[src/rtl/ddr_arbiter.sv]
// SDRAM command arbiter: display reads, draw writes and auto-refresh with postponable refresh debt.
// Latency: request seen in IDLE at edge N is presented on cmdValid after edge N; grants combinational on transfer.
// Backpressure: cmdValid/cmdOp/cmdAddr held until cmdReady; requests are not re-sampled while a command is pending.
// Optional feature: define DDR_ARB_STARVE_EN to let a starved draw request outrank display.
module ddr_arbiter #(
    parameter int REFRESH_INTERVAL = 1040,
    parameter int MAX_POSTPONE     = 8,
    parameter int ADDR_W           = 24,
    parameter int STARVE_LIMIT     = 4
) (
    input  logic              clk133,
    input  logic              rst_n,
    input  logic              initDone,
    input  logic              dispReq,
    input  logic [ADDR_W-1:0] dispAddr,
    output logic              dispGnt,
    input  logic              drawReq,
    input  logic [ADDR_W-1:0] drawAddr,
    output logic              drawGnt,
    output logic              cmdValid,
    output logic [1:0]        cmdOp,
    output logic [ADDR_W-1:0] cmdAddr,
    input  logic              cmdReady,
    output logic [3:0]        refreshOwed,
    output logic              refreshErr
);

    localparam int                TICK_W   = (REFRESH_INTERVAL > 1) ? $clog2(REFRESH_INTERVAL) : 1;
    localparam logic [TICK_W-1:0] TICK_TOP = TICK_W'(REFRESH_INTERVAL - 1);
    localparam logic [3:0]        OWED_MAX = 4'(MAX_POSTPONE);

    localparam logic [1:0] OP_READ    = 2'b00;
    localparam logic [1:0] OP_WRITE   = 2'b01;
    localparam logic [1:0] OP_REFRESH = 2'b10;

    typedef enum logic {
        ST_IDLE,
        ST_ISSUE
    } state_t;

    state_t              state_q, state_d;
    logic                cmd_vld_q, cmd_vld_d;
    logic [1:0]          cmd_op_q, cmd_op_d;
    logic [ADDR_W-1:0]   cmd_addr_q, cmd_addr_d;
    logic [TICK_W-1:0]   tick_cnt_q, tick_cnt_d;
    logic [3:0]          owed_q, owed_d;
    logic                err_q, err_d;

    logic                xfer;
    logic                refresh_xfer;
    logic                tick;
    logic                owed_full;
    logic                starve_win;

    logic                sel_vld;
    logic [1:0]          sel_op;
    logic [ADDR_W-1:0]   sel_addr;

    assign xfer         = cmd_vld_q & cmdReady;
    assign refresh_xfer = xfer & (cmd_op_q == OP_REFRESH);
    assign tick         = initDone & (tick_cnt_q == TICK_TOP);
    assign owed_full    = (owed_q >= OWED_MAX);

    assign dispGnt     = xfer & (cmd_op_q == OP_READ);
    assign drawGnt     = xfer & (cmd_op_q == OP_WRITE);
    assign cmdValid    = cmd_vld_q;
    assign cmdOp       = cmd_op_q;
    assign cmdAddr     = cmd_addr_q;
    assign refreshOwed = owed_q;
    assign refreshErr  = err_q;

    // Free-running refresh interval counter; its wrap cycle is the refresh tick.
    always_comb begin
        tick_cnt_d = tick_cnt_q;
        if (!initDone) begin
            tick_cnt_d = '0;
        end else if (tick) begin
            tick_cnt_d = '0;
        end else begin
            tick_cnt_d = tick_cnt_q + TICK_W'(1);
        end
    end

    // Refresh debt: ticks add, refresh transfers subtract, both together cancel; overflowing tick is sticky error.
    always_comb begin
        owed_d = owed_q;
        err_d  = err_q;
        if (!initDone) begin
            owed_d = '0;
        end else begin
            if (tick && owed_full) begin
                err_d = 1'b1;
            end
            if (tick && !refresh_xfer && !owed_full) begin
                owed_d = owed_q + 4'd1;
            end else if (refresh_xfer && !tick && (owed_q != 4'd0)) begin
                owed_d = owed_q - 4'd1;
            end
        end
    end

`ifdef DDR_ARB_STARVE_EN
    logic [3:0] starve_cnt_q, starve_cnt_d;

    // Count display wins while draw waits; any gap in drawReq or a draw win restarts the count.
    always_comb begin
        starve_cnt_d = starve_cnt_q;
        if (!initDone || !drawReq) begin
            starve_cnt_d = '0;
        end else if (drawGnt) begin
            starve_cnt_d = '0;
        end else if (dispGnt && (starve_cnt_q != 4'hF)) begin
            starve_cnt_d = starve_cnt_q + 4'd1;
        end
    end

    // Starvation counter register.
    always_ff @(posedge clk133 or negedge rst_n) begin
        if (!rst_n) begin
            starve_cnt_q <= '0;
        end else begin
            starve_cnt_q <= starve_cnt_d;
        end
    end

    assign starve_win = drawReq & (starve_cnt_q == 4'(STARVE_LIMIT));
`else
    assign starve_win = 1'b0;
`endif

    // Winner selection: urgent refresh, starved draw, display, draw, then opportunistic refresh.
    always_comb begin
        sel_vld  = 1'b1;
        sel_op   = OP_REFRESH;
        sel_addr = '0;
        if (owed_full) begin
            sel_op   = OP_REFRESH;
            sel_addr = '0;
        end else if (starve_win) begin
            sel_op   = OP_WRITE;
            sel_addr = drawAddr;
        end else if (dispReq) begin
            sel_op   = OP_READ;
            sel_addr = dispAddr;
        end else if (drawReq) begin
            sel_op   = OP_WRITE;
            sel_addr = drawAddr;
        end else if (owed_q != 4'd0) begin
            sel_op   = OP_REFRESH;
            sel_addr = '0;
        end else begin
            sel_vld  = 1'b0;
        end
    end

    // Command FSM: IDLE loads the winner, ISSUE holds it until the controller accepts.
    always_comb begin
        state_d    = state_q;
        cmd_vld_d  = cmd_vld_q;
        cmd_op_d   = cmd_op_q;
        cmd_addr_d = cmd_addr_q;
        if (!initDone) begin
            state_d   = ST_IDLE;
            cmd_vld_d = 1'b0;
        end else begin
            case (state_q)
                ST_IDLE: begin
                    if (sel_vld) begin
                        state_d    = ST_ISSUE;
                        cmd_vld_d  = 1'b1;
                        cmd_op_d   = sel_op;
                        cmd_addr_d = sel_addr;
                    end
                end
                ST_ISSUE: begin
                    if (cmdReady) begin
                        state_d   = ST_IDLE;
                        cmd_vld_d = 1'b0;
                    end
                end
                default: begin
                    state_d   = ST_IDLE;
                    cmd_vld_d = 1'b0;
                end
            endcase
        end
    end

    // State, command, tick and debt registers.
    always_ff @(posedge clk133 or negedge rst_n) begin
        if (!rst_n) begin
            state_q    <= ST_IDLE;
            cmd_vld_q  <= 1'b0;
            cmd_op_q   <= 2'b00;
            cmd_addr_q <= '0;
            tick_cnt_q <= '0;
            owed_q     <= '0;
            err_q      <= 1'b0;
        end else begin
            state_q    <= state_d;
            cmd_vld_q  <= cmd_vld_d;
            cmd_op_q   <= cmd_op_d;
            cmd_addr_q <= cmd_addr_d;
            tick_cnt_q <= tick_cnt_d;
            owed_q     <= owed_d;
            err_q      <= err_d;
        end
    end

endmodule

[config.mk]
export PLATFORM = sky130hd
export DESIGN_NAME = ddr_arbiter
export DESIGN_NICKNAME = d
export VERILOG_FILES = /design/src/rtl/ddr_arbiter.sv
export SDC_FILE = /design/constraint.sdc
export NUM_CORES = 1
export LEC_CHECK = 0
export ABC_CLOCK_PERIOD_IN_PS = 4200
export CAP_MARGIN = 30
export CELL_PAD_IN_SITES_DETAIL_PLACEMENT = 0
export CELL_PAD_IN_SITES_GLOBAL_PLACEMENT = 1
export CORE_MARGIN = 3
export CORE_UTILIZATION = 30
export CTS_CLUSTER_DIAMETER = 120
export DETAILED_ROUTE_END_ITERATION = 8
export GPL_ROUTABILITY_DRIVEN = 0
export GPL_TIMING_DRIVEN = 0
export PLACE_DENSITY_LB_ADDON = 0.1
export RECOVER_POWER = 100
export SYNTH_ARGS = -nofsm -noshare
export SYNTH_HDL_FRONTEND = slang
export SYNTH_SLANG_ARGS = --single-unit
[constraint.sdc]
create_clock -name clk133 -period 4.2 [get_ports clk133]
set_clock_uncertainty 0.2 [all_clocks]
set_input_delay 0.84 -clock clk133 [delete_from_list [all_inputs] [get_ports clk133]]
set_output_delay 0.84 -clock clk133 [all_outputs]
set_load 0.01 [all_outputs]
* Yosys cells after proc, flatten, opt, wreduce, memory -nomap -nowiden
Cells that the tools add are included.
W data, S select, Z words.
** Word-level totals
- Bits in registers :: 44
- Output and inout bits :: 34
** Operators by class
- Add/sub/neg operators :: 3
- $lt $le $gt $ge :: 1
- Eq/ne operators :: 6
- Multiplexer cells :: 23
- Bitwise logic cells :: 6
- Reduce and logical (&&, ||, !) cells :: 13
** Operator list (count)
- $mux W24 :: 3
- $mux W11 :: 2
- $mux W4 :: 3
- $add A11 B1 Y11 const B :: 1
- $eq A11 B11 Y1 const B :: 1
- $mux W1 :: 10
- $mux W2 :: 3
- $ne A3 B3 Y1 const B :: 2
- $and A1 B1 Y1 :: 5
- $logic_and A1 B1 Y1 :: 5
- $add A4 B1 Y4 const B :: 1
- $ge A4 B4 Y1 const B :: 1
- $pmux W1 S2 :: 2
- $reduce_and A2 Y1 :: 2
- $reduce_bool A4 Y1 :: 1
- $sub A4 B1 Y4 const B :: 1
- $logic_not A1 Y1 :: 3
- $ne A3 B1 Y1 const B :: 1
- $reduce_and A3 Y1 :: 1
- $eq A2 B1 Y1 const B :: 1
- $eq A2 B2 Y1 const B :: 1
- $logic_not A2 Y1 :: 1
- $not A1 Y1 :: 1

* Depth between registers and ports, before layout
Gate-level depths: netlist (run 1).
- Word-level depth :: 8
- Depth in mapped cells :: 8
- Mapped depth without buffers :: 8

* Worst setup path after synthesis (run 1)
Ideal clock, no wire load.
- Kind :: input-to-reg
- Start :: input initDone
- End :: register owed_q[2] (netlist: refreshOwed[2])
- Library setup time :: 0.125 ns
- Arrival time :: 2.223 ns
- Slack :: 1.652 ns
- Stages on the path :: 7
- Buffers on the path :: 1
- Path through :: buf_6 -> and4bb_4 -> nand4_2 -> ha_1 -> xor2_1 -> nor2_1 -> mux2_4
** On the way
- Word-level cells in the longest chain between the ends :: 5
** Ends and longest elaborated chain
- start, declared :: RTL line 13 : input logic initDone,
- $and A1 B1 Y1 :: RTL line 61 : assign tick = initDone & (tick_cnt_q == TICK_TOP);
- $logic_not A1 Y1 / $logic_and A1 B1 Y1 (equally long branches) :: RTL line 96, 94
- $logic_and A1 B1 Y1, on equally long branches :: RTL line 96, 94
- $logic_and A1 B1 Y1 / $mux W4 (equally long branches) :: RTL line 96, 94
- $ne A3 B1 Y1 (no source line) / $mux W4 (equally long branches)
- end signal, assigned :: RTL line 205 : owed_q <= owed_d;
- end, declared :: RTL line 46 : logic [3:0] owed_q, owed_d;
Parallel ways exist; a longest one is shown, timed or not.
A chain may end at the register's enable or synchronous reset.

* Worst setup path in the final report (run 1)
- Start :: input cmdReady
- End :: output drawGnt
** On the way
- Word-level cells in the longest chain between the ends :: 2
** Ends and longest elaborated chain
- start, declared :: RTL line 23 : input logic cmdReady,
- $and A1 B1 Y1 :: RTL line 59 : assign xfer = cmd_vld_q & cmdReady;
- $and A1 B1 Y1 :: RTL line 65 : assign drawGnt = xfer & (cmd_op_q == OP_WRITE);
- end, declared :: RTL line 19 : output logic drawGnt,
No other way between the ends.

==> impl_metrics.tcl, run 1 <==
set metrics [dict create \
    critical_path_fanouts_max 4 \
    setup_violations 0 \
    grt_pass1_vias 1916 \
    worst_setup_hold_path_clk_slew_ns 0.08 \
    die_area_um2 8490 \
    clock_power_share_pct 21.8 \
    layout_min_cycle_time_ns 3.29 \
    final_critical_path_setup_slack_ns 0.910 \
    postRouteWirelength_mm 6.09 \
    run_status "finished with violations" \
    finalHoldViolations 0 \
    core-area_um2 6980 \
    yosysWarningCount 0 \
    dominantRegCellSynth "dfrtp_1" \
    antenna_cells_inserted 0 \
    maximum_count_of_clock_buffers_along_a_single_path 2 \
    max_cap_viol_count 1 \
    die_height_um 92.1 \
    row_count 30 \
    global_route.usage.met2_pct 23.2 \
    synthArstFlopShare_pct 100 \
    final_max_slew_viol_count 29 \
    grt_antenna_before_repair 0 \
    top_level_ports 88 \
    fmaxAchievable_mhz 304 \
    initial_utilization_pct 31.9 \
    number_of_post_cts_setup_repair_buffers 0 \
    syn-mean-instance-area_um2 9.43 \
    post_synth_edffs 0 \
    grt.met3_usage_pct 4.35 \
    period_share_pct 78.3 \
    clkLatencyLatePin_ns 0.29 \
    cts.sinks 44 \
    dp_worst_setup_slack_ns 0.984 \
    synth_sequential_area_ratio_pct 49.5 \
    global_route.usage.total_pct 15.0 \
    top_cell_type_s_share_of_synthesized_area_pct 49.5 \
    relSlewSlack_pct -3.40 \
    drive_gt1_share_pct 5.47 \
    top_usage_layer "met2" \
    netlist_area_um2 2230 \
    antenna_violating_nets_post_route 0 \
    cts_repair_resize_count 0 \
    post_cts_hold_buffer_count 0 \
    cts.htree.levels 2 \
    final_cells 425 \
    unrepaired_setup_endpoints_after_global_routing "false" \
    setup.worst_path.end_class "output pin" \
    synth.distinct_cells 43 \
    post_drt_wl_per_cell_um 14.3 \
    yosysTopAreaCell "dfrtp_1" \
    synth_fp_nets 294 \
    dp_hpwl_mm 4.54 \
    grt_util_met1_pct 20.3 \
    setup.worst_path.start_class "input pin" \
    critical_path_arrival_ns 2.25 \
    worstMarginPinSlew_ns 1.55 \
    finalNetCount 388 \
    power_dens_cells_nw_per_um2 434 \
    vdd_ir_drop_max_mv 0.202 \
    num-fill-cells 734 \
    drc 0 \
    hold_path.class "register to register" \
    setup_tns_ns 0 \
    criticalPathCategory "input pin to output pin" \
    cts-buffers-inserted 5 \
    via_per_inst 4.64 \
    worstPathRequired_ns 3.16 \
    grt_first_pass_wirelength_mm 10.1 \
    dp_cells 419 \
    switching_share_pct 32.1 \
    dieWidth_um 92.1 \
    p_seq_share_pct 41.3 \
    vias 1972 \
    area.growth.synth_to_final_pct 47.1 \
    failing_checks "max-capacitance violations, max-slew violations" \
    portBuffers 86 \
    postSynthCellCount 236 \
    tritoncts_clock_tree "yes" \
    detailedRoute.firstPassIterationCount 4 \
    internal_power_uw 965 \
    synth_seq_cells 44 \
    cts_root_buf "clkbuf_8" \
    drt-initial-drc-count 47 \
    static-leakage-power_uw 0.00149 \
    combinational_power_share_pct 36.8 \
    grt_start_max_net_pins 29 \
    net-switching-power_uw 456 \
    post_synth_main_area_contributors "dfrtp_1, nand3_1, nand2_1" \
    grt-ovfl-total 0 \
]
sequential cells by signal, summed over array words and instances (netlist names):
signal	cells
refreshErr	1
cmdAddr	24
cmdOp	2
tick_cnt_q	11
cmdValid	1
state_q	1
refreshOwed	4
cells in the final DEF (no fill, tap or decap), types with 2 or more instances in the layout:
master,count
a211oi_1,2
a21o_1,4
a21oi_1,2
and3_1,2
buf_1,2
buf_2,2
buf_4,2
clkbuf_1,9
clkbuf_8,5
clkdlybuf4s50_1,50
dfrtp_1,44
dlygate4sd3_1,35
ha_1,3
inv_1,5
nand2_1,55
nand3_1,52
nand4_1,3
nor2_1,15
nor3_1,3
nor4_4,2
xnor2_1,5
xor2_1,5
synthesized netlist by cell type (3+ instances only):
| cell | instances |
|---|---|
| a21o_1 | 4 |
| buf_4 | 3 |
| clkbuf_1 | 5 |
| dfrtp_1 | 44 |
| ha_1 | 3 |
| inv_1 | 5 |
| nand2_1 | 55 |
| nand3_1 | 52 |
| nor2_1 | 15 |
| nor3_1 | 3 |
| xnor2_1 | 5 |
| xor2_1 | 5 |
final timing paths:
path                          startpoint              to  slack (ns)  cells past startpoint
max                             cmdReady         drawGnt        0.91                      4
min                        tick_cnt_q[0]   tick_cnt_q[0]        0.27                      1
max reg2reg                tick_cnt_q[6]  refreshOwed[3]        1.59                      7
min reg2reg                tick_cnt_q[0]   tick_cnt_q[0]        0.27                      1
max in group asynchronous          rst_n      cmdAddr[0]        1.40                      2
min in group asynchronous          rst_n   tick_cnt_q[6]        0.46                      1
area by class of cell:
class	instances	area [um2]	share of cell area, %
Clock buffer	5	68.8	2.10
Buffer	13	58.8	1.80
Sequential cell	44	1100	33.6
Timing Repair Buffer	87	858	26.2
Tap cell	96	120	3.67
Clock inverter	1	30.0	0.917
Multi-Input combinational cell	174	1020	31.1
Inverter	5	18.8	0.573
through the flow:
stage / utilization, % / instance area [um2] / power, uW / hold slack (ns)
floorplan: - / 2230 / 852 / 0.232
global placement: 45.9 / 3210 / 1180 / 0.248
detailed placement: 46.1 / 3220 / 1180 / 0.254
CTS: 47.6 / 3320 / 1500 / 0.278
global route: 46.9 / 3270 / 1520 / 0.293
finish: 46.9 / 3270 / 1420 / 0.274
routing by layer:
layer / wire length [um] / up-vias
met5: 0 / -
met3: 352 / 4
li1: - / 1005
met2: 2800 / 53
met1: 2860 / 910
met4: 72 / 0
power by group through the flow:
stage / clock, uW / sequential [uW] / combinational [uW]
2_1_floorplan: 0 / 643 / 209
3_3_place_gp: 0 / 599 / 579
3_5_place_dp: 0 / 601 / 583
4_1_cts: 327 / 594 / 584
5_1_grt: 340 / 604 / 580
6_report: 310 / 587 / 523
worst max-delay path: stages:
cell	delay [ns]
clkdlybuf4s50_1	0.53
nand2_1	0.09
nor3b_1	0.17
dlygate4sd3_1	0.63
logic make-up (layout without fill, tap and decap cells):
logic type / count (synthesis) / after routing / share of synthesized area (%)
AND/OR/NAND/NOR: 143 / 143 / 33.3
flip-flops: 44 / 44 / 49.5
buffers and inverters: 18 / 111 / 3.99
AO/OA/AOI/OAI: 16 / 16 / 6.01
multiplexers: 1 / 1 / 0.674
XOR/XNOR: 10 / 10 / 3.93
adder cells (fa/ha/maj): 4 / 4 / 2.59
Note: power is estimated with default switching activity, not from simulation.
==> inputs of run 2 (changes only) <==
--- a/config.mk
+++ b/config.mk
@@ -5,12 +5,12 @@
 export SDC_FILE = /design/constraint.sdc
 export NUM_CORES = 1
 export LEC_CHECK = 0
-export ABC_CLOCK_PERIOD_IN_PS = 4200
+export ABC_CLOCK_PERIOD_IN_PS = 2900
 export CAP_MARGIN = 30
 export CELL_PAD_IN_SITES_DETAIL_PLACEMENT = 0
 export CELL_PAD_IN_SITES_GLOBAL_PLACEMENT = 1
 export CORE_MARGIN = 3
-export CORE_UTILIZATION = 30
+export CORE_UTILIZATION = 29
 export CTS_CLUSTER_DIAMETER = 120
 export DETAILED_ROUTE_END_ITERATION = 8
 export GPL_ROUTABILITY_DRIVEN = 0
==> constraint.sdc (replaced) <==
create_clock -name clk133 -period 2.9 [get_ports clk133]
set_clock_uncertainty 0.2 [all_clocks]
set_input_delay 0.58 -clock clk133 [delete_from_list [all_inputs] [get_ports clk133]]
set_output_delay 0.58 -clock clk133 [all_outputs]
set_load 0.01 [all_outputs]
==> run 2 against run 1 <==
The run now ends clean. Global-route usage about the same. Sequential share of layout area down 0.23 points. Critical path depth unchanged. Flip-flop and latch count unchanged. Cell area up 0.69%. Cell count up 1.2%.
==> impl_metrics.tcl, run 2 (synthesized netlist as in run 1, its figures left out) <==
set metrics [dict create \
    flip_flop_count_of_the_largest_register_after_layout 24 \
    timing.critical_path.cells "clkdlybuf4s50_1, nand2_1, nor3b_1, clkdlybuf4s50_1" \
    relSlewSlack_pct 19.1 \
    dieWidth_um 93.6 \
    worstMarginPinSlew_ns 1.21 \
    finalHoldViolations 0 \
    cts_repair_resize_count 0 \
    drive_gt1_share_pct 6.04 \
    grt_antenna_before_repair 0 \
    die_area_um2 8760 \
    top_level_ports 88 \
    finalNetCount 388 \
    setup_violations 0 \
    criticalPathCategory "input pin to output pin" \
    static-leakage-power_uw 0.00149 \
    grt_pass1_vias 2083 \
    p_total_uw 2020 \
    cts-buffers-inserted 5 \
    max_cap_viol_count 0 \
    antenna_violating_nets_post_route 0 \
    setup.worst_path.start_class "input pin" \
    clkLatencyLatePin_ns 0.29 \
    grt-ovfl-total 0 \
    layout_min_cycle_time_ns 2.73 \
    core-area_um2 7330 \
    run_status "finished clean" \
    critical_path_fanouts_max 4 \
    worstPathRequired_ns 2.12 \
    post_drt_wl_per_cell_um 14.5 \
    detailedRoute.firstPassIterationCount 4 \
    num-fill-cells 737 \
    grt_start_max_net_pins 27 \
    final_critical_path_setup_slack_ns 0.174 \
    cts_root_buf "clkbuf_8" \
    final_cell_mix "nand2_1, nand3_1, clkdlybuf4s50_1, dfrtp_1, dlygate4sd3_1" \
    dp_worst_setup_slack_ns 0.0836 \
    most_common_cell_after_layout_fill_and_taps_aside "nand2_1" \
    initial_utilization_pct 30.4 \
    unrepaired_setup_endpoints_after_global_routing "false" \
    power_dens_cells_nw_per_um2 614 \
    grt_first_pass_wirelength_mm 10.4 \
    antenna_cells_inserted 0 \
    maximum_count_of_clock_buffers_along_a_single_path 2 \
    vias 2041 \
    drt-initial-drc-count 56 \
    period_share_pct 94.0 \
    vdd_ir_drop_max_mv 0.232 \
    worst_path_most_repeated_cell "clkdlybuf4s50_1" \
    cpPeakStageDelay_ns 0.57 \
    worst_path_max_delay_cell "clkdlybuf4s50_1" \
    tritoncts_clock_tree "yes" \
    postRouteWirelength_mm 6.23 \
    dp_hpwl_mm 4.63 \
    post_cts_hold_buffer_count 0 \
    critical_path_arrival_ns 1.95 \
    timing.hold.ws_ns 0.233 \
    hold_path.class "input pin to asynchronous set/reset pin" \
    final_max_slew_viol_count 0 \
    worst_setup_hold_path_clk_slew_ns 0.08 \
    cts.htree.levels 2 \
    number_of_post_cts_setup_repair_buffers 0 \
    die_height_um 93.6 \
    portBuffers 86 \
    fmaxAchievable_mhz 367 \
    area.growth.synth_to_final_pct 48.1 \
    drc 0 \
    via_per_inst 4.75 \
    setup.worst_path.end_class "output pin" \
    row_count 31 \
    cts.sinks 44 \
    global_route.usage.total_pct 15.0 \
]
-- run 2: final timing paths --
kind                               start        endpoint  slack, ns  cells past startpoint
setup reg to reg           tick_cnt_q[6]  refreshOwed[3]       0.40                      7
setup / recovery                cmdReady         drawGnt       0.17                      4
min in group clk133        tick_cnt_q[0]   tick_cnt_q[0]       0.27                      1
hold reg to reg            tick_cnt_q[0]   tick_cnt_q[0]       0.27                      1
max in group asynchronous          rst_n     cmdAddr[19]       0.58                      2
hold / removal                     rst_n   tick_cnt_q[9]       0.23                      1
-- run 2: layout make-up --
type / count / area [um2] / share of cell area (%)
Sequential cell: 44 / 1100 / 33.4
Multi-Input combinational cell: 174 / 1030 / 31.3
Timing Repair Buffer: 87 / 867 / 26.3
Tap cell: 99 / 124 / 3.76
Clock buffer: 8 / 90.1 / 2.73
Buffer: 13 / 65.1 / 1.97
Inverter: 5 / 18.8 / 0.569
-- run 2: layer usage --
metal  routed length, um  track usage, %  up-vias
met3                 384            4.59        2
met1                2760            20.0      983
met5                   0               0        -
met2                3060            24.3       53
met4                  31            2.89        0
li1                    -               -     1003
-- run 2: worst max-delay path, delay by kind of cell --
kind	cells	cell delay (ns)
buffers and inverters	2	1.09
and+or+nand+nor	2	0.27
-- run 2: per-stage QoR --
stage                     utilization (%)  instance area [um2]  setup TNS (ns)  instances
final                                45.0                 3300               0        430
after global routing                 45.0                 3300               0        430
after CTS                            45.2                 3320               0        430
after detailed placement             44.0                 3230               0        422
after global placement               43.8                 3210          -17.49        421
after floorplan                         -                 2230               0        236
-- run 2: power by group --
| group | switching [uW] | internal, uW | total (uW) |
|---|---|---|---|
| clock | 208 | 195 | 403 |
| sequential | 89.0 | 761 | 850 |
| combinational | 376 | 394 | 770 |
| total | 673 | 1350 | 2020 |
